`config.mk`:
```
export PLATFORM = sky130hd
export DESIGN_NAME = seq11_detect_scheduler_flat
export DESIGN_NICKNAME = d
export VERILOG_FILES = /design/src/rtl/seq11_detect_scheduler_if.sv /design/src/rtl/seq11_detect_scheduler.sv /design/src/flat_wrapper.sv
export SDC_FILE = /design/constraint.sdc
export NUM_CORES = 1
export LEC_CHECK = 0
export ABC_AREA = 0
export CAP_MARGIN = 20
export CORE_AREA = 5 5 64 66
export CTS_BUF_LIST = sky130_fd_sc_hd__clkbuf_8 sky130_fd_sc_hd__clkbuf_16
export DETAILED_ROUTE_END_ITERATION = 12
export DIE_AREA = 0 0 69 71
export GPL_TIMING_DRIVEN = 0
export HOLD_SLACK_MARGIN = 0.06
export PLACE_DENSITY = 0.85
export SETUP_SLACK_MARGIN = 0.1
export SLEW_MARGIN = 20
export SYNTH_ARGS = -nofsm -noshare
export SYNTH_HDL_FRONTEND = slang
export SYNTH_SLANG_ARGS = --single-unit
```
`constraint.sdc`:
```
create_clock -name clk -period 7.8 [get_ports clk]
set_clock_uncertainty 0.1 [all_clocks]
set_input_delay 1.17 -clock clk [delete_from_list [all_inputs] [get_ports clk]]
set_output_delay 1.17 -clock clk [all_outputs]
set_load 0.01 [all_outputs]
```
`src/rtl/seq11_detect_scheduler_if.sv`:
```
// Bundle of request, serial-bit and detection-result signals shared between
// the serial-bit requesters/consumers (master) and the scheduler (slave).
interface seq11_detect_scheduler_if #(
  parameter int N_CH  = 4,
  parameter int CNT_W = 8
) ();
  localparam int CH_W = $clog2(N_CH);

  logic [N_CH-1:0]  req;
  logic [N_CH-1:0]  x;
  logic [N_CH-1:0]  clr;
  logic             cnt_clr;
  logic [N_CH-1:0]  gnt;
  logic [N_CH-1:0]  y;
  logic             det_pulse;
  logic [CH_W-1:0]  det_ch;
  logic [CNT_W-1:0] cnt;

  // Requester / consumer side.
  modport master (
    output req, x, clr, cnt_clr,
    input  gnt, y, det_pulse, det_ch, cnt
  );

  // Scheduler side.
  modport slave (
    input  req, x, clr, cnt_clr,
    output gnt, y, det_pulse, det_ch, cnt
  );
endinterface

```
`src/rtl/seq11_detect_scheduler.sv`:
```
// Round-robin scheduler sharing one Moore "11" detector among N_CH serial
// channels. Each channel's detector state lives in a small state file and is
// advanced only when that channel holds the grant.
module seq11_detect_scheduler #(
  parameter int N_CH  = 4,
  parameter int CNT_W = 8
) (
  input  logic                    clk,
  input  logic                    rst_b,   // active-high synchronous reset
  seq11_detect_scheduler_if.slave bus
);
  localparam int PTR_W = $clog2(N_CH);

  typedef enum logic [1:0] {
    S0 = 2'b00,
    S1 = 2'b01,
    S2 = 2'b10
  } state_t;

  // The unused code 11 is treated as S0 so a corrupted entry self-heals.
  function automatic state_t decode_state(input logic [1:0] s);
    return (s == 2'b11) ? S0 : state_t'(s);
  endfunction

  logic [1:0]       state_reg [N_CH];
  logic [PTR_W-1:0] ptr_reg;
  logic [PTR_W-1:0] ptr_next;
  logic [N_CH-1:0]  gnt;
  logic             grant_valid;
  logic [PTR_W-1:0] grant_idx;
  state_t           cur_state;
  state_t           next_state;
  logic             det_next;
  logic             det_pulse_reg;
  logic [PTR_W-1:0] det_ch_reg;
  logic [CNT_W-1:0] cnt_reg;

  // Rotating-priority search starting at ptr; reset suppresses every grant.
  always_comb begin
    logic [PTR_W:0] idx;
    gnt         = '0;
    grant_valid = 1'b0;
    grant_idx   = '0;
    idx         = '0;
    for (int k = 0; k < N_CH; k++) begin
      idx = {1'b0, ptr_reg} + (PTR_W+1)'(k);
      if (idx >= (PTR_W+1)'(N_CH)) begin
        idx = idx - (PTR_W+1)'(N_CH);
      end
      if (!rst_b && !grant_valid && bus.req[idx[PTR_W-1:0]]) begin
        grant_valid             = 1'b1;
        grant_idx               = idx[PTR_W-1:0];
        gnt[idx[PTR_W-1:0]]     = 1'b1;
      end
    end
  end

  // Shared detect engine: next state of the granted channel and its strobe.
  always_comb begin
    cur_state  = decode_state(state_reg[grant_idx]);
    next_state = S0;
    if (bus.x[grant_idx]) begin
      next_state = (cur_state == S0) ? S1 : S2;
    end
    // A same-cycle clear discards the bit, so it can never raise a detection.
    det_next = grant_valid && !bus.clr[grant_idx] && (next_state == S2);
  end

  // Pointer moves just past the winner; it holds when nobody is granted.
  always_comb begin
    ptr_next = ptr_reg;
    if (grant_valid) begin
      ptr_next = (grant_idx == PTR_W'(N_CH - 1)) ? '0 : grant_idx + PTR_W'(1);
    end
  end

  // Round-robin pointer register.
  always_ff @(posedge clk) begin
    if (rst_b) begin
      ptr_reg <= '0;
    end else begin
      ptr_reg <= ptr_next;
    end
  end

  // Per-channel state file entries; clear beats the grant update.
  for (genvar gi = 0; gi < N_CH; gi++) begin : g_ch
    always_ff @(posedge clk) begin
      if (rst_b) begin
        state_reg[gi] <= S0;
      end else if (bus.clr[gi]) begin
        state_reg[gi] <= S0;
      end else if (gnt[gi]) begin
        state_reg[gi] <= next_state;
      end
    end

    assign bus.y[gi] = (state_reg[gi] == S2);
  end

  // Detection strobe and the channel it belongs to; det_ch is sticky.
  always_ff @(posedge clk) begin
    if (rst_b) begin
      det_pulse_reg <= 1'b0;
      det_ch_reg    <= '0;
    end else begin
      det_pulse_reg <= det_next;
      if (det_next) begin
        det_ch_reg <= grant_idx;
      end
    end
  end

  // Saturating detection counter, updated on the same edge as det_pulse.
  always_ff @(posedge clk) begin
    if (rst_b) begin
      cnt_reg <= '0;
    end else if (bus.cnt_clr) begin
      cnt_reg <= '0;
    end else if (det_next && (cnt_reg != {CNT_W{1'b1}})) begin
      cnt_reg <= cnt_reg + CNT_W'(1);
    end
  end

  assign bus.gnt       = gnt;
  assign bus.det_pulse = det_pulse_reg;
  assign bus.det_ch    = det_ch_reg;
  assign bus.cnt       = cnt_reg;
endmodule

```
`src/flat_wrapper.sv`:
```
// flat-port wrapper written by rule: the top's interface ports become plain ports
module seq11_detect_scheduler_flat 
#(
  parameter int N_CH  = 4,
  parameter int CNT_W = 8
)
  (clk, rst_b, bus_req, bus_x, bus_clr, bus_cnt_clr, bus_gnt, bus_y, bus_det_pulse, bus_det_ch, bus_cnt);
  seq11_detect_scheduler_if #(.N_CH(N_CH), .CNT_W(CNT_W)) bus_i ();
  input  logic clk;
  input  logic rst_b;
  input wire logic [$bits(bus_i.req)-1:0] bus_req;
  input wire logic [$bits(bus_i.x)-1:0] bus_x;
  input wire logic [$bits(bus_i.clr)-1:0] bus_clr;
  input wire logic [$bits(bus_i.cnt_clr)-1:0] bus_cnt_clr;
  output wire logic [$bits(bus_i.gnt)-1:0] bus_gnt;
  output wire logic [$bits(bus_i.y)-1:0] bus_y;
  output wire logic [$bits(bus_i.det_pulse)-1:0] bus_det_pulse;
  output wire logic [$bits(bus_i.det_ch)-1:0] bus_det_ch;
  output wire logic [$bits(bus_i.cnt)-1:0] bus_cnt;
  assign bus_i.req = bus_req;
  assign bus_i.x = bus_x;
  assign bus_i.clr = bus_clr;
  assign bus_i.cnt_clr = bus_cnt_clr;
  assign bus_gnt = bus_i.gnt;
  assign bus_y = bus_i.y;
  assign bus_det_pulse = bus_i.det_pulse;
  assign bus_det_ch = bus_i.det_ch;
  assign bus_cnt = bus_i.cnt;
  seq11_detect_scheduler #(.N_CH(N_CH), .CNT_W(CNT_W)) u_core (.clk(clk), .rst_b(rst_b), .bus(bus_i));
endmodule
```
==> flow_metrics.env <==
export IMPL_syn_inst=186
export IMPL_design_area_um2=2060
export IMPL_setup_viol=0
export IMPL_via_per_inst=5.57
export IMPL_whs_endpoint="u_core.bus.cnt[4]$_SDFFE_PP0P_"
export IMPL_antenna_found_initial=0
export IMPL_multi_input_area_um2=1090
export IMPL_hold_viol=0
export IMPL_ys_seq_area_share_pct=30.4
export IMPL_cts_tree="yes"
export IMPL_avgSynthCellArea_um2=8.86
export IMPL_synthArstFlopShare_pct=0
export IMPL_insertion_delay_ps=250
export IMPL_cts_buffer_depth=2
export IMPL_syn_nets=210
export IMPL_end_kind="output port"
export IMPL_grt_pass1_wl_um=6350
export IMPL_r2r_start="u_core.ptr_reg[0]$_SDFFE_PP0P_"
export IMPL_ys_types=49
export IMPL_finalHoldWorstSlack_ps=415
export IMPL_gp_congestion=0.859
export IMPL_layout_min_cycle_time_ps=5130
export IMPL_synth_xor_area_share_pct=5.32
export IMPL_synth_edff_count=8
export IMPL_clk_pin_slew_ps=80
export IMPL_yosysTopAreaCellShare_pct=15.8
export IMPL_yosys_area_share_simple_pct=27.0
export IMPL_critPathLaunchType="flop"
export IMPL_p_per_area_nw_per_um2=273
export IMPL_die_w_um=69
export IMPL_synthAdderAreaFrac_pct=6.83
export IMPL_violations="DRC"
export IMPL_drt_pre_antenna_iters=9
export IMPL_yosys_top_cells_area="dfxtp_1 (16%), edfxtp_1 (15%), ha_1 (6.8%)"
export IMPL_period_share_pct=65.7
export IMPL_crit_arrival_ps=3860
export IMPL_min_delay_start="u_core.bus.cnt[4]$_SDFFE_PP0P_"
export IMPL_start_util_pct=46.8
export IMPL_slew_violations=0
export IMPL_fillCellCount=328
export IMPL_drc_errors=2
export IMPL_setup_tns_ps=0
export IMPL_cts_hold_buffers=0
export IMPL_rsz0062_at_grt="no"
export IMPL_critPathSlowestCell="clkdlybuf4s50_1"
export IMPL_max_freq_mhz=195
export IMPL_ff_latch_area_um2=500
export IMPL_n_antenna_cell=0
export IMPL_dieArea_um2=4900
export IMPL_clock_root_buffer="clkbuf_8"
export IMPL_yosys_register_bits=21
export IMPL_status="finished with violations"
export IMPL_antenna_left=0
export IMPL_crit_type="reg2out"
export IMPL_num_vias=1498
export IMPL_wl_per_cell_um=13.8
export IMPL_yosys_warnings=0
export IMPL_hold_depth=2
export IMPL_worstPathMaxFanout=10
export IMPL_ir_drop_v=0.000150
export IMPL_grt_usage_pct=15.1
export IMPL_ff2ff_path_depth=12
export IMPL_synth_area_mux_share_pct=7.90
export IMPL_core_area_um2=3520
export IMPL_drv_cap=0
export IMPL_p_leak_nw=0.744
export IMPL_cpPeakStageDelay_ps=560
export IMPL_die_h_um=71
export IMPL_clock_sinks=21
export IMPL_drive_gt1_share_pct=8.60
export IMPL_core_rowCount=22
export IMPL_cts_max_level=1
export IMPL_place_area_um2=2020
export IMPL_io_pins=34
export IMPL_place_hpwl_um=2860
export IMPL_cts_buffers=3
export IMPL_wirelength_um=3720
export IMPL_synth_top_family_by_area="simple AND/OR/NAND/NOR gates"
export IMPL_cts_resized=0
export IMPL_grt_max_degree=13
export IMPL_r2r_setup_slack_ps=3730
export IMPL_syn_cell_area_um2=1650
export IMPL_slew_headroom_pct=62.0
export IMPL_post_cts_repair_setup_buffers=0
export IMPL_synth_area_leader_cell="dfxtp_1"
export IMPL_port_buffers=31
export IMPL_area_growth_pct=25.3
export IMPL_grt_pass1_vias=1432
export IMPL_r2r_end="u_core.bus.cnt[7]$_SDFFE_PP0P_"
export IMPL_min_delay_path_class="reg2reg"
export IMPL_path_cells="clkbuf_1 > inv_1 > ha_1 > buf_6 > mux4_2 > or2_1 > a21oi_1 > a22oi_1 > nand2_1 > clkdlybuf4s50_1"
export IMPL_synth_compound_area_share_pct=18.8
export IMPL_cp_required_ps=6530
export IMPL_worst_slew_pin_slew_ps=567
export IMPL_grt_overflow=0
export IMPL_synthFlopType="dfxtp_1"
export IMPL_final_nets=246
export IMPL_drt_iter0_markers=73
[cells in the final DEF, fill, tap and decap left out, types with 2 or more instances in the layout]
master	netlist	layout
clkdlybuf4s50_1	0	31
nor2_1	19	19
dfxtp_1	13	13
nand2_1	12	12
a21oi_1	11	11
xnor2_1	10	10
ha_1	9	9
a22oi_1	8	8
and3b_1	8	8
edfxtp_1	8	8
nand3_1	7	7
or3_1	7	7
nor2b_1	7	7
o21ai_0	7	7
clkbuf_1	5	5
inv_1	5	5
mux2i_1	4	4
nand2b_1	4	4
mux2_2	3	3
a211oi_2	3	3
clkbuf_8	0	3
mux4_2	2	2
nor4_1	2	2
a31oi_1	2	2
o21ai_1	2	2
nor3b_1	2	2
a211o_1	2	2
[layout make-up]
class / count / share of cell area, %
clock buffer: 3 / 2.00
inverter: 6 / 1.09
sequential: 21 / 24.2
buffer: 8 / 1.88
tap: 48 / 2.91
timing repair buffer: 31 / 15.0
clock inverter: 1 / 0.242
multi-input combinational: 151 / 52.6
[synthesized netlist by cell type (2+ instances only)]
library cell / count
xnor2_1: 10
clkbuf_1: 5
nor3b_1: 2
dfxtp_1: 13
and3b_1: 8
nor4_1: 2
nand3_1: 7
ha_1: 9
mux2_2: 3
o21ai_0: 7
nand2_1: 12
a31oi_1: 2
mux4_2: 2
a211oi_2: 3
or3_1: 7
inv_1: 5
nand2b_1: 4
a211o_1: 2
o21ai_1: 2
nor2b_1: 7
edfxtp_1: 8
mux2i_1: 4
a21oi_1: 11
a22oi_1: 8
nor2_1: 19
[worst max path at each step]
stage | startpoint | endpoint | depth (start not counted)
6_report | u_core.ptr_reg[0]$_SDFFE_PP0P_ | bus_gnt[0] | 10
2_1_floorplan | u_core.ptr_reg[0]$_SDFFE_PP0P_ | bus_gnt[0] | 9
3_3_place_gp | bus_req[2] | bus_gnt[0] | 8
3_5_place_dp | bus_req[2] | bus_gnt[0] | 8
5_1_grt | u_core.ptr_reg[0]$_SDFFE_PP0P_ | bus_gnt[0] | 10
4_1_cts | u_core.ptr_reg[0]$_SDFFE_PP0P_ | bus_gnt[0] | 10
[per-layer routing]
layer,part of all wire [%],GRT usage (%)
met5,0,0
met4,1.0,4.34
met3,4.8,2.13
met2,48,26.1
met1,46,19.7
[per-stage QoR]
stage / util (%) / power [mW] / setup slack (ps) / cells
after floorplan: - / 0.400 / 3920 / 186
after global placement: 57.3 / 0.482 / 2830 / 265
after detailed placement: 57.3 / 0.494 / 2700 / 265
after CTS: 58.6 / 0.565 / 2680 / 269
after global routing: 58.6 / 0.607 / 2370 / 269
final: 58.6 / 0.564 / 2670 / 269
[power by group]
group	internal [mW]	switching, mW	total, mW	leakage (nW)
sequential	0.134	0.0206	0.155	0.195
combinational	0.161	0.178	0.339	0.524
clock	0.0355	0.0348	0.0703	0.0255
total	0.331	0.234	0.564	0.744
[worst max-delay path: cells and delay by family, from the launching register on]
| kind | cells | cell delay (ps) |
|---|---|---|
| fa+ha+maj | 1 | 350 |
| buf+inv | 4 | 1330 |
| simple gates | 2 | 420 |
| compound gates | 2 | 460 |
| mux | 1 | 540 |
| flops | 1 | 500 |
[kinds of logic after synthesis]
| logic type | count (synthesis) |
|---|---|
| and+or+nand+nor | 77 |
| AOI/OAI and AO/OA | 45 |
| DFF | 21 |
| buffers and inverters | 14 |
| xor gates and xnor gates | 10 |
| muxes | 10 |
| adders and majority gates | 9 |
Note: power is estimated with default switching activity, not from simulation.
